[src/rtl/pipe_pkg.sv]
// Shared definitions for the pipeline stage register: occupancy-state
// encoding and default field widths.
package pipe_pkg;

  // The encoding equals the number of held entries, so the state value
  // doubles as the occupancy count.
  typedef enum logic [1:0] {
    ST_EMPTY = 2'd0,
    ST_FULL  = 2'd1,
    ST_SKID  = 2'd2
  } pipe_state_t;

  localparam int NB_CTRL_DEF = 10;
  localparam int NB_DATA_DEF = 138;

endpackage

[src/rtl/pipe_stage_reg.sv]
// Pipeline stage register with valid/ready handshake on both sides.
// SKID=1: main + skid entry, o_ready comes straight from a flop.
// SKID=0: single main entry, o_ready = !o_valid || i_ready.
//
// Handshake: an entry moves across an interface on a rising edge where
// valid && ready are both high; the sender holds its entry stable until
// then, and the receiver may raise or drop ready freely.
module pipe_stage_reg
  import pipe_pkg::*;
#(
  parameter int NB_CTRL = NB_CTRL_DEF,
  parameter int NB_DATA = NB_DATA_DEF,
  parameter int SKID    = 1
) (
  input  logic               i_clock,
  input  logic               i_reset,
  input  logic               i_flush,
  input  logic               i_valid,
  output logic               o_ready,
  input  logic [NB_CTRL-1:0] i_ctrl,
  input  logic [NB_DATA-1:0] i_data,
  output logic               o_valid,
  input  logic               i_ready,
  output logic [NB_CTRL-1:0] o_ctrl,
  output logic [NB_DATA-1:0] o_data,
  output logic [1:0]         o_count,
  output logic [1:0]         o_state
);

  pipe_state_t        state_q, state_d;
  logic               ready_q, ready_d;
  logic [NB_CTRL-1:0] main_ctrl_q, skid_ctrl_q;
  logic [NB_DATA-1:0] main_data_q, skid_data_q;
  logic               accept, retire;
  logic               load_main_in, load_skid_in, move_skid;

  assign o_valid = (state_q != ST_EMPTY);
  assign o_ready = (SKID != 0) ? ready_q : (!o_valid || i_ready);
  assign accept  = i_valid && o_ready;
  assign retire  = o_valid && i_ready;

  // Control is squashed to zero on bubbles; payload keeps its last value.
  assign o_ctrl  = o_valid ? main_ctrl_q : '0;
  assign o_data  = main_data_q;
  assign o_count = state_q;
  assign o_state = state_q;

  // Next-state and storage-load decisions; flush overrides accept/retire.
  always_comb begin
    state_d      = state_q;
    load_main_in = 1'b0;
    load_skid_in = 1'b0;
    move_skid    = 1'b0;
    if (i_flush) begin
      state_d = ST_EMPTY;
    end else begin
      case (state_q)
        ST_EMPTY: begin
          if (accept) begin
            state_d      = ST_FULL;
            load_main_in = 1'b1;
          end
        end
        ST_FULL: begin
          if (accept && retire) begin
            load_main_in = 1'b1;
          end else if (accept) begin
            // Only reachable with SKID=1: combinational ready blocks it otherwise.
            if (SKID != 0) begin
              state_d      = ST_SKID;
              load_skid_in = 1'b1;
            end
          end else if (retire) begin
            state_d = ST_EMPTY;
          end
        end
        ST_SKID: begin
          // o_ready is low here, so the only event is a retire.
          if (retire) begin
            state_d   = ST_FULL;
            move_skid = 1'b1;
          end
        end
        default: state_d = ST_EMPTY;
      endcase
    end
    ready_d = (state_d != ST_SKID);
  end

  // State, registered ready and entry storage; reset beats flush.
  always_ff @(posedge i_clock) begin
    if (i_reset) begin
      state_q     <= ST_EMPTY;
      ready_q     <= 1'b1;
      main_ctrl_q <= '0;
      main_data_q <= '0;
      skid_ctrl_q <= '0;
      skid_data_q <= '0;
    end else begin
      state_q <= state_d;
      ready_q <= ready_d;
      if (load_main_in) begin
        main_ctrl_q <= i_ctrl;
        main_data_q <= i_data;
      end else if (move_skid) begin
        main_ctrl_q <= skid_ctrl_q;
        main_data_q <= skid_data_q;
      end
      if (load_skid_in) begin
        skid_ctrl_q <= i_ctrl;
        skid_data_q <= i_data;
      end
    end
  end

endmodule

[config.mk]
export PLATFORM = sky130hd
export DESIGN_NAME = pipe_stage_reg
export DESIGN_NICKNAME = d
export VERILOG_FILES = /design/src/rtl/pipe_pkg.sv /design/src/rtl/pipe_stage_reg.sv
export SDC_FILE = /design/constraint.sdc
export NUM_CORES = 1
export LEC_CHECK = 0
export BUFFER_PORTS_ARGS = -buffer_cell sky130_fd_sc_hd__clkbuf_2
export CAP_MARGIN = 20
export CORE_UTILIZATION = 54
export CTS_CLUSTER_SIZE = 16
export DETAILED_ROUTE_END_ITERATION = 7
export GPL_ROUTABILITY_DRIVEN = 0
export PLACE_DENSITY = 0.84
export SLEW_MARGIN = 25
export SYNTH_ARGS = -nofsm -noshare
export SYNTH_HDL_FRONTEND = slang
export SYNTH_SLANG_ARGS = --single-unit
[constraint.sdc]
create_clock -name i_clock -period 2.1 [get_ports i_clock]
set_input_delay 0.105 -clock i_clock [delete_from_list [all_inputs] [get_ports i_clock]]
set_output_delay 0.105 -clock i_clock [all_outputs]
set_load 0.05 [all_outputs]
==> results of run 1 <==
worst max-delay path, stage by stage (launching register included):
cell and delay, ps:
dfxtp_2 380, nand2b_2 160, or4b_4 560, buf_12 240, nor2_1 320, a311oi_2 100
worst paths after layout:
check,end,cells past startpoint
setup / recovery,o_data[46],5
hold / removal,skid_ctrl_q[8],2
setup reg to reg,o_data[46],5
hold reg to reg,skid_data_q[69],2
synth_stat cells:
cell type  number
dfxtp_1       299
a2bb2oi_1       1
a21oi_1       148
nand2_1       593
or4_1           1
nor3_1          2
nor2_1        149
inv_1           2
buf_4           4
or4b_1          1
clkbuf_1       62
a311oi_1        8
nor2b_1        11
and3b_1         1
nor4_2          1
buf_6          16
buf_1           1
nand3b_1        1
buf_2          52
nand2b_2        1
xnor2_1         1
nor3b_1         1
a311oi_2      140
o21ai_0         1
power by group:
group | switching [W] | internal, W
sequential | 0.000147 | 0.00590
clock | 0.00226 | 0.00358
combinational | 0.00142 | 0.000705
total | 0.00383 | 0.0102
cells by family (layout without fill, tap and decap cells):
| group | Yosys count | count (layout) | synth area share (%) |
|---|---|---|---|
| compound gates | 298 | 298 | 23.3 |
| flops | 299 | 299 | 47.6 |
| simple gates | 762 | 762 | 23.3 |
| buf+inv | 137 | 541 | 5.69 |
| xor+xnor | 1 | 1 | 0.0697 |
area by class of cell:
type	count	area (µm²)
Sequential cell	299	5990
Multi-Input combinational cell	1061	5920
Fill cell	1398	5900
Timing Repair Buffer	483	3450
Clock buffer	42	897
Tap cell	285	357
Clock inverter	14	195
Inverter	2	7.51
stage by stage:
stage               total power [W]  util (%)  hold slack (ps)  setup TNS, ps
floorplan                   0.00746         -              184              0
global placement            0.00793      62.4              341              0
detailed placement          0.00797      62.4              347              0
CTS                          0.0140      73.8             9.69              0
global route                 0.0144      74.0             31.7        -0.0837
finish                       0.0140      74.0             14.5              0
layout by cell type (no fill, tap or decap), types with 2 or more instances in the layout:
| cell | synthesis | final |
|---|---|---|
| inv_1 | 2 | 2 |
| nand2_1 | 593 | 592 |
| nor2_1 | 149 | 143 |
| bufinv_16 | 0 | 5 |
| nor2_2 | 0 | 5 |
| dfxtp_1 | 299 | 297 |
| clkbuf_1 | 62 | 3 |
| dlygate4sd3_1 | 0 | 150 |
| clkbuf_2 | 0 | 305 |
| a311oi_1 | 8 | 8 |
| a311oi_2 | 140 | 139 |
| clkinv_2 | 0 | 9 |
| clkbuf_8 | 0 | 9 |
| a21oi_1 | 148 | 148 |
| nor2b_1 | 11 | 11 |
| dfxtp_2 | 0 | 2 |
| buf_4 | 4 | 11 |
| nor3_1 | 2 | 2 |
| buf_12 | 0 | 14 |
| clkbuf_16 | 0 | 31 |
registers in the layout, summed over array words and instances, names as in the netlist:
register / count
main_ctrl_q: 10
skid_ctrl_q: 10
o_data: 138
skid_data_q: 138
o_count: 2
o_ready: 1
metal layers:
| layer | global-route usage [%] | vias to the layer above | part of all wire [%] |
|---|---|---|---|
| met5 | 0 | - | 0 |
| met4 | 19.1 | 0 | 6.1 |
| met3 | 6.95 | 220 | 7.7 |
| met2 | 56.2 | 753 | 49 |
| met1 | 37.2 | 6038 | 37 |
| li1 | - | 5792 | - |
what timing repair did:
action	4_1_cts	5_1_grt
resized for setup	1	13
endpoints found under the setup margin	11	49
endpoints found under the hold margin	299	0
hold buffers	150	0
==> flow_metrics.env, run 1 <==
export IMPL_finClkSkew_ps=10.9
export IMPL_ys_ff_latch=299
export IMPL_cp_end_kind="flip-flop"
export IMPL_grtUsageTotal_pct=32.6
export IMPL_die_area_um2=23900
export IMPL_cts_setup_buffers=0
export IMPL_hp_start="i_reset"
export IMPL_dp_slack_ps=208
export IMPL_num_nets_final=2030
export IMPL_crit_reg2reg_launch="o_count[0]"
export IMPL_clk_pin_slew_ps=60
export IMPL_cts_buffer_depth=3
export IMPL_final_max_slew_viol_count=0
export IMPL_drc=0
export IMPL_drive_gt1_share_pct=28.4
export IMPL_worst_slack_ps=21.5
export IMPL_synth_top_area_share_pct=47.6
export IMPL_routed_wl_um=39900
export IMPL_grt_pass1_wl_um=63800
export IMPL_syn_inst=1497
export IMPL_crit_fanout=109
export IMPL_synth_cell_types=24
export IMPL_syn_area_um2=12600
export IMPL_synthTopCellsByArea="dfxtp_1, nand2_1, a311oi_2, a21oi_1, nor2_1"
export IMPL_port_buffer_count=306
export IMPL_crit_path_start="o_count[0]"
export IMPL_syn_to_final_growth_pct=33.8
export IMPL_first_pass_iters=6
export IMPL_synth_warnings=0
export IMPL_cp_start_kind="flip-flop"
export IMPL_antenna_found_initial=0
export IMPL_overflow=0
export IMPL_leakagePower_nw=6.41
export IMPL_grt_pass1_vias=12800
export IMPL_clock_latency_ps=540
export IMPL_finalHoldViolCount=0
export IMPL_criticalPathCategory="flip-flop to flip-flop"
export IMPL_die_y_um=155
export IMPL_final_period_utilization_pct=99.0
export IMPL_via_count=12800
export IMPL_max_freq_mhz=481
export IMPL_hp_class="input pin to flip-flop"
export IMPL_wl_per_cell_um=18.2
export IMPL_diodes=0
export IMPL_grt_start_max_net_pins=149
export IMPL_status="finished clean"
export IMPL_yosysTopAreaCell="dfxtp_1"
export IMPL_placed_area_um2=14200
export IMPL_crit_required_ps=2470
export IMPL_dp_cells=1980
export IMPL_chipWidth_um=155
export IMPL_finalSetupViolCount=0
export IMPL_avgSynthCellArea_um2=8.39
export IMPL_dpl_hpwl_um=20600
export IMPL_worst_pin_slew_ps=790
export IMPL_cap_violations=0
export IMPL_fin_crit_ps=2080
export IMPL_power_density_nw_per_um2=834
export IMPL_coreArea_um2=22700
export IMPL_critPathArrivalTime_ps=2450
export IMPL_relSlewSlack_pct=47.4
export IMPL_clock_sinks=299
export IMPL_ioPinCount=307
export IMPL_regToRegSetupSlack_ps=20
export IMPL_drtIter0Drc=1145
export IMPL_ant_nets=0
export IMPL_design_area_um2=16800
export IMPL_cts_root_buf="clkbuf_16"
export IMPL_vias_per_cell=5.86
export IMPL_initial_utilization_pct=55.3
export IMPL_cts_tree="yes"
export IMPL_core_rowCount=55
export IMPL_cts_htree_levels=1
export IMPL_peakVddDrop_uv=659
export IMPL_numCtsBuffers=30
export IMPL_synthesis_nets=1650
export IMPL_fin_cells=2186
export IMPL_synth_seq_area_share_pct=47.6
(Power assumes the default switching activity.)
==> run 2, diff against run 1 <==
CORE_ASPECT_RATIO = 2   (was unset)
==> run 2 against run 1 <==
Compared with the run above:
- non-clock buffer count decreased by 3
- maximum frequency increased by 2.5%
- first-iteration DRC count grew 4.7%
- total power is 3.8% lower
- clock power shrank 9.2%
- critical path depth stayed put
- final area fell by 1.1%
- via count increased by 0.34%
- worst setup slack better by 50 ps
- largest cell class unchanged
- largest power group unchanged
==> flow_metrics.env, run 2 (same netlist as run 1, synthesis figures left out) <==
export IMPL_fin_cells=2170
export IMPL_chipWidth_um=110
export IMPL_wl_per_cell_um=18.8
export IMPL_cpPeakStageDelay_ps=600
export IMPL_switchingPower_w=0.00377
export IMPL_grt_pass1_wl_um=62500
export IMPL_via_count=12800
export IMPL_cts_buffer_depth=3
export IMPL_fin_crit_ps=2030
export IMPL_dp_slack_ps=79.5
export IMPL_final_common_cell="nand2_1"
export IMPL_numCtsBuffers=27
export IMPL_cts_root_buf="clkbuf_16"
export IMPL_antenna_found_initial=1
export IMPL_grtUsageTotal_pct=32.9
export IMPL_drtIter0Drc=1199
export IMPL_cts_tree="yes"
export IMPL_grt_pass1_vias=12800
export IMPL_cap_violations=0
export IMPL_leakagePower_nw=6.32
export IMPL_p_clk_share_pct=39.3
export IMPL_ant_nets=0
export IMPL_crit_required_ps=2480
export IMPL_num_nets_final=2024
export IMPL_sw_frac_of_total_pct=28.0
export IMPL_criticalPathCategory="flip-flop to flip-flop"
export IMPL_cp_start_kind="flip-flop"
export IMPL_syn_to_final_growth_pct=32.3
export IMPL_hp_class="input pin to flip-flop"
export IMPL_worst_pin_slew_ps=622
export IMPL_core_rowCount=78
export IMPL_cellInternalPower_w=0.00970
export IMPL_initial_utilization_pct=55.2
export IMPL_final_util_pct=73.1
export IMPL_path_cells="nand2b_2, or4b_4, buf_12, nor2_1, a311oi_2"
export IMPL_cp_end_kind="flip-flop"
export IMPL_die_area_um2=23900
export IMPL_cp_slowest_cell="or4b_4"
export IMPL_finClkSkew_ps=13.8
export IMPL_dpl_hpwl_um=21000
export IMPL_crit_fanout=76
export IMPL_dp_cells=1970
export IMPL_fillers=1473
export IMPL_power_density_nw_per_um2=811
export IMPL_tns_ps=0
export IMPL_clk_pin_slew_ps=70
export IMPL_ioPinCount=307
export IMPL_relSlewSlack_pct=58.5
export IMPL_first_pass_iters=5
export IMPL_clock_latency_ps=540
export IMPL_coreArea_um2=22700
export IMPL_vias_per_cell=5.92
export IMPL_die_y_um=218
export IMPL_grt_start_max_net_pins=134
export IMPL_rsz0062_at_grt="false"
export IMPL_clock_sinks=299
export IMPL_layout_common_cells="nand2_1, clkbuf_2, dfxtp_1"
export IMPL_cts_htree_levels=1
export IMPL_routed_wl_um=40800
export IMPL_worst_slack_ps=71.8
export IMPL_overflow=0
export IMPL_finalHoldViolCount=0
export IMPL_finalSetupViolCount=0
export IMPL_critPathArrivalTime_ps=2410
export IMPL_drive_gt1_share_pct=27.6
export IMPL_final_max_slew_viol_count=0
export IMPL_drc=0
export IMPL_final_period_utilization_pct=96.6
export IMPL_seq_power_share_pct=44.8
export IMPL_peakVddDrop_uv=864
export IMPL_port_buffer_count=306
export IMPL_status="finished clean"
export IMPL_power_share_combinational_pct=15.9
export IMPL_cts_setup_buffers=0
export IMPL_max_freq_mhz=493
[run 2: cell types whose count changed in the layout (fill, tap and decap cells not counted), sizes merged]
cell / previous run / this run
bufinv: 5 / 3
dlygate4sd3: 150 / 151
buf: 27 / 23
clkinv: 9 / 3
diode: 0 / 1
clkbuf: 348 / 347
[run 2: path summary, 6_finish.rpt]
path,startpoint,endpoint,slack [ps],depth (start not counted)
worst max-delay path,o_count[0],o_data[96],70,5
worst min-delay path,i_valid,o_ready,210,4
worst max register to register,o_count[0],o_data[96],70,5
worst min register to register,skid_data_q[100],skid_data_q[100],460,2
[run 2: power by group through the flow]
stage | registers (W) | clock network, W | logic, W
after floorplan | 0.00677 | 0 | 0.000689
after global placement | 0.00614 | 0 | 0.00178
after detailed placement | 0.00614 | 0 | 0.00182
after CTS | 0.00602 | 0.00534 | 0.00206
after global routing | 0.00605 | 0.00556 | 0.00224
final | 0.00603 | 0.00530 | 0.00214
[run 2: final cells by class]
cell class | instances | area [µm²] | area share, %
diodes | 1 | 2.50 | 0.0151
clock buffers | 41 | 838 | 5.04
clock inverters | 6 | 109 | 0.655
inverters | 2 | 7.51 | 0.0452
multi-input cells | 1061 | 5890 | 35.4
flip-flops and latches | 299 | 5990 | 36.0
well taps | 280 | 350 | 2.11
repair buffers | 480 | 3440 | 20.7
[run 2: layer usage]
| metal | track usage [%] | vias up | part of all wire (%) |
|---|---|---|---|
| li1 | - | 5766 | - |
| met1 | 35.2 | 6095 | 35 |
| met2 | 56.0 | 747 | 50 |
| met3 | 6.69 | 238 | 7.5 |
| met4 | 23.4 | 0 | 7.5 |
| met5 | 0 | - | 0 |
[run 2: timing repair]
item,4_1_cts,5_1_grt
resized for setup,0,5
endpoints found under the setup margin,0,119
endpoints found under the hold margin,299,0
hold buffers,151,0
[run 2: critical path, delay by kind of cell (launching register included)]
family / cells / cell delay (ps)
flip-flops: 1 / 400
buffers and inverters: 1 / 230
AO/OA/AOI/OAI: 1 / 80
AND/OR/NAND/NOR: 3 / 1040
[run 2: through the flow]
step / area (µm²) / hold WS (ps) / power, W
after CTS: 16600 / 190 / 0.0134
after detailed placement: 14100 / 348 / 0.00797
after floorplan: 12600 / 184 / 0.00746
final: 16600 / 213 / 0.0135
after global routing: 16600 / 234 / 0.0138
after global placement: 14100 / 343 / 0.00792
==> run 3, diff against run 2 <==
CELL_PAD_IN_SITES_DETAIL_PLACEMENT = 0   (was unset)
CELL_PAD_IN_SITES_GLOBAL_PLACEMENT = 1   (was unset)
CORE_UTILIZATION = 39   (was 54)
PLACE_DENSITY = 0.82   (was 0.84)
==> run 3 against run 2 <==
Compared with the run above:
- sequential power about the same
- non-clock buffer count is 6 higher
- routed wire length shrank 8.3%
- critical endpoint is now o_data[88]
==> flow_metrics.env, run 3 (same netlist as run 1, synthesis figures left out) <==
export IMPL_cap_violations=0
export IMPL_final_common_cell="nand2_1"
export IMPL_finClkSkew_ps=9.15
export IMPL_path_cells="nor2b_1, and3b_4, buf_12, buf_12, nand2_1, a311oi_2"
export IMPL_layout_common_cells="nand2_1, clkbuf_2, dfxtp_1"
export IMPL_fin_crit_ps=1950
export IMPL_cp_slowest_cell="dfxtp_1"
export IMPL_relSlewSlack_pct=60.3
export IMPL_ant_nets=0
export IMPL_rsz0062_at_grt="false"
export IMPL_cp_start_kind="flip-flop"
export IMPL_cts_buffer_depth=3
export IMPL_final_period_utilization_pct=92.8
export IMPL_chipWidth_um=129
export IMPL_drc=0
export IMPL_wl_per_cell_um=16.1
export IMPL_coreArea_um2=31700
export IMPL_clock_latency_ps=540
export IMPL_die_area_um2=33000
export IMPL_final_max_slew_viol_count=0
export IMPL_finalSetupViolCount=0
export IMPL_crit_required_ps=2560
export IMPL_clk_pin_slew_ps=70
export IMPL_cpPeakStageDelay_ps=560
export IMPL_cts_setup_buffers=0
export IMPL_sw_frac_of_total_pct=27.8
export IMPL_critPathBufInv=2
export IMPL_grt_pass1_vias=12000
export IMPL_p_clk_share_pct=39.7
export IMPL_drtIter0Drc=715
export IMPL_cts_root_buf="clkbuf_16"
export IMPL_hp_class="input pin to flip-flop"
export IMPL_tns_ps=0
export IMPL_numCtsBuffers=28
export IMPL_core_rowCount=92
export IMPL_finalPower_w=0.0135
export IMPL_switchingPower_w=0.00374
export IMPL_crit_top_cell="buf_12"
export IMPL_via_count=11900
export IMPL_leakagePower_nw=6.37
export IMPL_worst_pin_slew_ps=595
export IMPL_grtUsageTotal_pct=22.7
export IMPL_die_y_um=256
export IMPL_criticalPathCategory="flip-flop to flip-flop"
export IMPL_grt_pass1_wl_um=60600
export IMPL_syn_to_final_growth_pct=34.5
export IMPL_first_pass_iters=5
export IMPL_max_freq_mhz=513
export IMPL_critPathArrivalTime_ps=2400
export IMPL_cellInternalPower_w=0.00973
export IMPL_port_buffer_count=306
export IMPL_crit_fanout=35
export IMPL_seq_power_share_pct=44.7
export IMPL_routed_wl_um=37400
export IMPL_ioPinCount=307
export IMPL_dpl_hpwl_um=23000
export IMPL_status="finished clean"
export IMPL_cp_end_kind="flip-flop"
export IMPL_overflow=0
export IMPL_power_density_nw_per_um2=797
export IMPL_cts_tree="yes"
export IMPL_power_share_combinational_pct=15.6
export IMPL_num_nets_final=2031
export IMPL_drive_gt1_share_pct=27.8
export IMPL_peakVddDrop_uv=615
export IMPL_vias_per_cell=5.10
export IMPL_antenna_found_initial=3
export IMPL_initial_utilization_pct=39.7
export IMPL_cts_htree_levels=1
export IMPL_crit_family="simple AND/OR/NAND/NOR gates"
export IMPL_grt_start_max_net_pins=101
export IMPL_fillers=2982
export IMPL_finalHoldViolCount=0
export IMPL_clock_sinks=299
run 3: changes by cell type in the layout (fill, tap and decap cells not counted), sizes merged:
cell,delta
diode,+2
clkinv,+3
buf,+7
bufinv,-1
clkbuf,+2
run 3: through the flow:
stage | hold slack, ps | setup WS [ps] | util, % | cells | area, µm²
5_1_grt | 255 | 59.5 | 53.4 | 2326 | 16900
3_3_place_gp | 343 | 313 | 45.5 | 2120 | 14400
6_report | 165 | 152 | 53.4 | 2326 | 16900
2_1_floorplan | 184 | 9.54 | - | 1497 | 12600
3_5_place_dp | 347 | 201 | 45.5 | 2120 | 14400
4_1_cts | 132 | 150 | 53.3 | 2323 | 16900
run 3: routing by layer:
metal	global-route usage (%)	routed length, µm	up-vias
li1	-	-	5777
met3	3.11	1590	95
met2	41.4	19200	296
met1	24.9	14800	5698
met4	12.1	1810	0
met5	0	0	-
run 3: path summary, 6_finish.rpt:
kind / startpoint / to / slack (ps) / cells past startpoint
setup / recovery: o_count[1] / o_data[88] / 150 / 6
hold / removal: i_valid / o_ready / 170 / 4
setup reg to reg: o_count[1] / o_data[88] / 150 / 6
hold reg to reg: skid_data_q[45] / skid_data_q[45] / 450 / 2
run 3: what timing repair did:
item | in CTS | in global routing
hold buffers | 151 | 0
endpoints found under the setup margin | 9 | 0
hold endpoints to repair | 299 | 0
gates resized for setup | 1 | 0
run 3: final cells by class:
class	instances	area, µm²	share of cell area [%]
Sequential cell	299	5990	35.4
Multi-Input combinational cell	1061	5880	34.8
Timing Repair Buffer	486	3510	20.8
Clock buffer	44	882	5.22
Tap cell	423	529	3.13
Clock inverter	8	90.1	0.533
Inverter	2	7.51	0.0444
Antenna cell	3	7.51	0.0444
run 3: power groups by stage:
stage                     combinational [W]  clock [W]  sequential, W
after floorplan                    0.000689          0        0.00677
after global placement              0.00184          0        0.00614
after detailed placement            0.00186          0        0.00615
after CTS                           0.00210    0.00549        0.00602
after global routing                0.00222    0.00568        0.00605
final                               0.00209    0.00535        0.00602
run 3: worst register-to-register path, stage by stage (launching register included):
cell      delay, ps
dfxtp_1         560
nor2b_1         250
and3b_4         280
buf_12          160
buf_12          220
nand2_1         120
a311oi_2        280
